[config.mk]
export PLATFORM = sky130hd
export DESIGN_NAME = if_fetch_stage
export DESIGN_NICKNAME = d
export VERILOG_FILES = /design/src/rtl/if_fetch_stage.sv
export SDC_FILE = /design/constraint.sdc
export NUM_CORES = 2
export LEC_CHECK = 0
export BUFFER_PORTS_ARGS = -buffer_cell sky130_fd_sc_hd__buf_2
export CORE_UTILIZATION = 62
export CTS_CLUSTER_DIAMETER = 150
export DETAILED_ROUTE_END_ITERATION = 8
export PLACE_DENSITY = 0.79
export SLEW_MARGIN = 40
export SYNTH_ARGS = -nofsm -noshare
export SYNTH_HDL_FRONTEND = slang
export SYNTH_SLANG_ARGS = --single-unit
[constraint.sdc]
create_clock -name clk -period 4.1 [get_ports clk]
set_input_delay 0.41 -clock clk [delete_from_list [all_inputs] [get_ports clk]]
set_output_delay 0.41 -clock clk [all_outputs]
set_load 0.005 [all_outputs]
[src/rtl/if_fetch_stage.sv]
// Instruction-fetch stage: PC register, writable instruction memory and the
// registered {pc, pc+4, instr, valid} bundle feeding the IF/ID register.
module if_fetch_stage #(
  parameter int unsigned    AW       = 32,
  parameter int unsigned    DEPTH    = 64,
  parameter logic [AW-1:0]  RESET_PC = '0
) (
  input  logic                     clk,
  input  logic                     rst,
  input  logic                     stall,
  input  logic                     redirect_en,
  input  logic [AW-1:0]            redirect_pc,
  input  logic                     imem_we,
  input  logic [$clog2(DEPTH)-1:0] imem_waddr,
  input  logic [31:0]              imem_wdata,
  output logic [AW-1:0]            if_pc,
  output logic [AW-1:0]            if_pc4,
  output logic [31:0]              if_instr,
  output logic                     if_valid,
  output logic                     halted
);

  localparam int unsigned IW = $clog2(DEPTH);

  typedef enum logic [1:0] {BOOT, RUN, HALT} state_t;

  state_t        state_q, state_d;
  logic [AW-1:0] pc_q, pc_d;
  logic [AW-1:0] if_pc_d, if_pc4_d;
  logic [31:0]   if_instr_d;
  logic          if_valid_d, halted_d;

  logic [31:0]   imem [DEPTH];

  logic [AW-1:0] pc_plus4;
  logic [AW-1:0] target;
  logic          pc_in_range;
  logic          target_in_range;

  assign pc_plus4        = pc_q + AW'(4);
  assign target          = redirect_pc & ~AW'(3);
  assign pc_in_range     = (pc_q >> 2) < AW'(DEPTH);
  assign target_in_range = (target >> 2) < AW'(DEPTH);

  // Memory has no reset; the fetch path reads the pre-write word in a collision.
  always_ff @(posedge clk) begin
    if (imem_we && !rst) begin
      imem[imem_waddr] <= imem_wdata;
    end
  end

  always_ff @(posedge clk or posedge rst) begin
    if (rst) begin
      state_q  <= BOOT;
      pc_q     <= RESET_PC;
      if_pc    <= '0;
      if_pc4   <= '0;
      if_instr <= '0;
      if_valid <= 1'b0;
      halted   <= 1'b0;
    end else begin
      state_q  <= state_d;
      pc_q     <= pc_d;
      if_pc    <= if_pc_d;
      if_pc4   <= if_pc4_d;
      if_instr <= if_instr_d;
      if_valid <= if_valid_d;
      halted   <= halted_d;
    end
  end

  always_comb begin
    state_d    = state_q;
    pc_d       = pc_q;
    if_pc_d    = if_pc;
    if_pc4_d   = if_pc4;
    if_instr_d = if_instr;
    if_valid_d = if_valid;
    halted_d   = halted;
    case (state_q)
      BOOT: state_d = RUN;
      RUN: begin
        if (redirect_en) begin
          pc_d       = target;
          if_instr_d = '0;
          if_valid_d = 1'b0;
        end else if (stall) begin
          pc_d = pc_q;
        end else if (!pc_in_range) begin
          state_d    = HALT;
          if_instr_d = '0;
          if_valid_d = 1'b0;
          halted_d   = 1'b1;
        end else begin
          if_instr_d = imem[pc_q[IW+1:2]];
          if_pc_d    = pc_q;
          if_pc4_d   = pc_plus4;
          if_valid_d = 1'b1;
          pc_d       = pc_plus4;
        end
      end
      HALT: begin
        if (redirect_en) begin
          pc_d = target;
          if (target_in_range) begin
            state_d  = RUN;
            halted_d = 1'b0;
          end
        end
      end
      default: state_d = BOOT;
    endcase
  end

endmodule

==> metrics.yaml <==
layout:
  seqCellArea_sq_mm: 0.0647
  fill_cells: 7576
  drive_above_1_share_pct: 23.9
  final_nets: 4664
  multiInputGateArea_sq_mm: 0.0186
  fin_area_sq_mm: 0.0957
  utilization_pct: 70.7
  synthToLayoutAreaGrowth_pct: 13.3
global_route:
  grt_max_degree: 110
  grt_first_pass_wirelength_um: 319000
  first_global_vias: 45800
  track_usage_pct: 33.0
  overflow: 0
  antenna_found_initial: 8
synthesis:
  ys_seq_elements: 2174
  avgSynthCellArea_sq_um: 20.0
  synth-warning-count: 0
  synthDistinctLibCells: 67
  ys_seq_area_share_pct: 76.6
  yosysMostFrequentCell: "edfxtp_1"
  synth_edf_count: 2048
  netlist_area_sq_mm: 0.0844
  async_reset_ff_share_pct: 5.80
  yosys-top-cells-area: "edfxtp_1, mux4_2, mux2i_1, dfrtp_1, nor2_1"
  synth_common_cells: "edfxtp_1, mux2i_1, mux4_2"
  ys.flop_type: "edfxtp_1"
  synth_top_area_share_pct: 72.8
  yosysTopAreaCell: "edfxtp_1"
  syn_inst: 4217
placed_design:
  numPortBuffers: 166
  place_congestion: 0.855
  dpl.hpwl_um: 125000
  place_area_sq_mm: 0.0885
  dpl_worst_slack_ns: 0.893
routing:
  wl_um: 225000
  vias: 45500
  routed_via_density: 6.95
  post_drt_wl_per_cell_um: 34.3
  drc: 0
  dr.pass1.iters: 6
  detail-route-antenna-nets: 0
  drt_iter0_markers: 6594
setup_path:
  cp_slowest_cell: "dfrtp_4"
  required_ns: 4.82
  path_buf_inv: 1
  max_stage_delay_ns: 0.77
  crit_chain: "buf_12 -> mux4_2 -> nor2b_1 -> a211oi_1 -> o2111ai_1 -> o311a_1"
  cp_max_fo: 37
  critical_path_arrival_ns: 3.98
  cp_top_family: "compound AO/OA/AOI/OAI gates"
  worstSetupStartpointType: "flip-flop"
  endpoint_kind: "flip-flop"
  worstSetupPathType: "reg2reg"
power:
  p_leak_nw: 32.3
  p_switching_mw: 18.1
  p_comb_share_pct: 27.0
  vdd_drop_max_v: 0.000634
  power_frac_clock_pct: 31.8
  seq_power_share_pct: 41.2
  power_density_mw_per_mm2: 630
  p_int_mw: 42.1
  swShare_pct: 30.1
clocking:
  cts_root_buf: "clkbuf_16"
  clock_sinks: 2174
  htree_levels: 4
  cts.repair.resized: 0
  clk_pin_slew_worst_paths_ns: 0.06
  clk_latency_ns: 0.84
  clock_tree.buffer_depth: 3
  cts-buffers-inserted: 204
  cts_tree: "built"
floorplanning:
  initial_core_util_pct: 62.4
  rows: 135
  core-area_sq_mm: 0.135
  die-area_sq_mm: 0.138
  dieWidth_um: 371
  die-height_um: 371
  io_pins: 173
sta:
  tightestPinTransition_ns: 0.982
  fmax_mhz: 308
  post-route-min-period_ns: 3.25
  setup_violations: 0
  fin_crit_sh_pct: 79.3
  hold_viol_final: 0
  rsz0062_at_grt: "no"
  post-route-worst-setup-slack_ns: 0.848
  fin_skew_ns: 0.0517
  slew_headroom_pct: 34.3
  drv_slew: 0
status:
  status: "completed"
run:
  drv_cap: 0
min_path:
  min_path_type: "in2reg"
==> area by class of cell <==
class,count,share of cell area (%)
repair buffers,405,3.50
multi-input cells,1798,19.5
diodes,3,0.00785
flip-flops and latches,2174,67.6
well taps,1781,2.33
clock buffers,259,5.69
inverters,5,0.0235
clock inverters,121,1.38
==> final timing paths <==
kind                                            endpoint  cells after the start  slack (ns)                 start
worst max-delay path            if_instr[21]$_DFFE_PP0P_                      6        0.85   pc_q[2]$_DFFE_PP0P_
max in group asynchronous         if_pc4[10]$_DFFE_PP0P_                      5        3.04                   rst
worst min register to register      if_pc[2]$_DFFE_PP0P_                      2        0.47  if_pc[2]$_DFFE_PP0P_
worst max register to register  if_instr[21]$_DFFE_PP0P_                      6        0.85   pc_q[2]$_DFFE_PP0P_
min in group asynchronous       if_instr[31]$_DFFE_PP0P_                      4        0.22                   rst
worst min-delay path              imem[11][13]$_DFFE_PP_                      1        0.11        imem_wdata[13]
==> sequential cells by signal, indices dropped and copies added (netlist names) <==
| name | count |
|---|---|
| if_valid | 1 |
| imem | 2048 |
| halted | 1 |
| if_pc | 30 |
| pc_q | 30 |
| if_pc4 | 30 |
| if_instr | 32 |
| state_q | 2 |
==> cells by family after synthesis <==
| family | count (synthesis) | synth area share [%] |
|---|---|---|
| AND/OR/NAND/NOR | 548 | 3.06 |
| XOR/XNOR | 5 | 0.0519 |
| adder cells (fa/ha/maj) | 1 | 0.0148 |
| other | 1 | 0.00444 |
| multiplexers | 788 | 14.3 |
| AO/OA/AOI/OAI | 452 | 3.87 |
| buffers and inverters | 248 | 2.08 |
| flip-flops | 2174 | 76.6 |
==> timing repair <==
item / CTS / global route
setup endpoints to repair: 0 / 0
endpoints found under the hold margin: 82 / 0
hold buffers: 34 / 0
setup buffers: 0 / 0
==> power groups by stage <==
stage | Combinational, mW | Sequential (mW) | Clock [mW]
after detailed placement | 15.8 | 25.3 | 0
final | 16.2 | 24.8 | 19.2
after global placement | 15.5 | 25.3 | 0
after CTS | 16.1 | 24.8 | 19.3
after floorplan | 11.3 | 25.1 | 0
after global routing | 16.8 | 24.8 | 20.1
==> stage by stage <==
| stage | TNS (ns) | std cells | power, mW | hold slack [ns] |
|---|---|---|---|---|
| 2_1_floorplan | -10.30 | 4220 | 36.3 | 0.439 |
| 3_3_place_gp | 0 | 6122 | 40.8 | 0.460 |
| 3_5_place_dp | 0 | 6127 | 41.1 | 0.462 |
| 4_1_cts | 0 | 6541 | 60.1 | 0.0787 |
| 5_1_grt | 0 | 6543 | 61.7 | 0.111 |
| 6_report | 0 | 6546 | 60.3 | 0.112 |
==> worst register-to-register path, stage by stage (launching register included) <==
cell       delay [ns]
dfrtp_4          0.77
buf_12           0.40
mux4_2           0.59
nor2b_1          0.15
a211oi_1         0.72
o2111ai_1        0.34
o311a_1          0.18
==> layout by cell type, fill, tap and decap left out, types with 7 or more instances in the layout <==
| master | n |
|---|---|
| clkbuf_16 | 209 |
| nand3_1 | 39 |
| dfrtp_1 | 122 |
| o22ai_1 | 81 |
| nand4_1 | 7 |
| clkinvlp_4 | 11 |
| a22o_1 | 8 |
| o31ai_1 | 38 |
| nor2_4 | 65 |
| o21ai_0 | 52 |
| bufinv_16 | 25 |
| buf_4 | 191 |
| dlygate4sd3_1 | 34 |
| buf_2 | 135 |
| o41ai_2 | 9 |
| a2111oi_0 | 8 |
| o32a_1 | 10 |
| and2_1 | 49 |
| nor3_1 | 18 |
| nor4_1 | 10 |
| o41ai_1 | 12 |
| clkinv_2 | 32 |
| clkinv_1 | 42 |
| o2111ai_1 | 18 |
| and3_1 | 10 |
| nor2_1 | 93 |
| mux2i_1 | 415 |
| nand2_1 | 155 |
| o32ai_1 | 8 |
| a21oi_1 | 42 |
| edfxtp_1 | 2048 |
| a22oi_1 | 69 |
| a211oi_1 | 60 |
| clkbuf_1 | 47 |
| mux4_2 | 330 |
| mux2_2 | 40 |
| nor2b_1 | 66 |
| buf_12 | 39 |
==> per-layer routing <==
metal | share of wire, % | track usage, %
met4 | 5.3 | 16.0
met3 | 14 | 8.14
met1 | 34 | 44.6
met2 | 47 | 50.9
met5 | 0.020 | 0
Note: power is estimated with default switching activity, not from simulation.
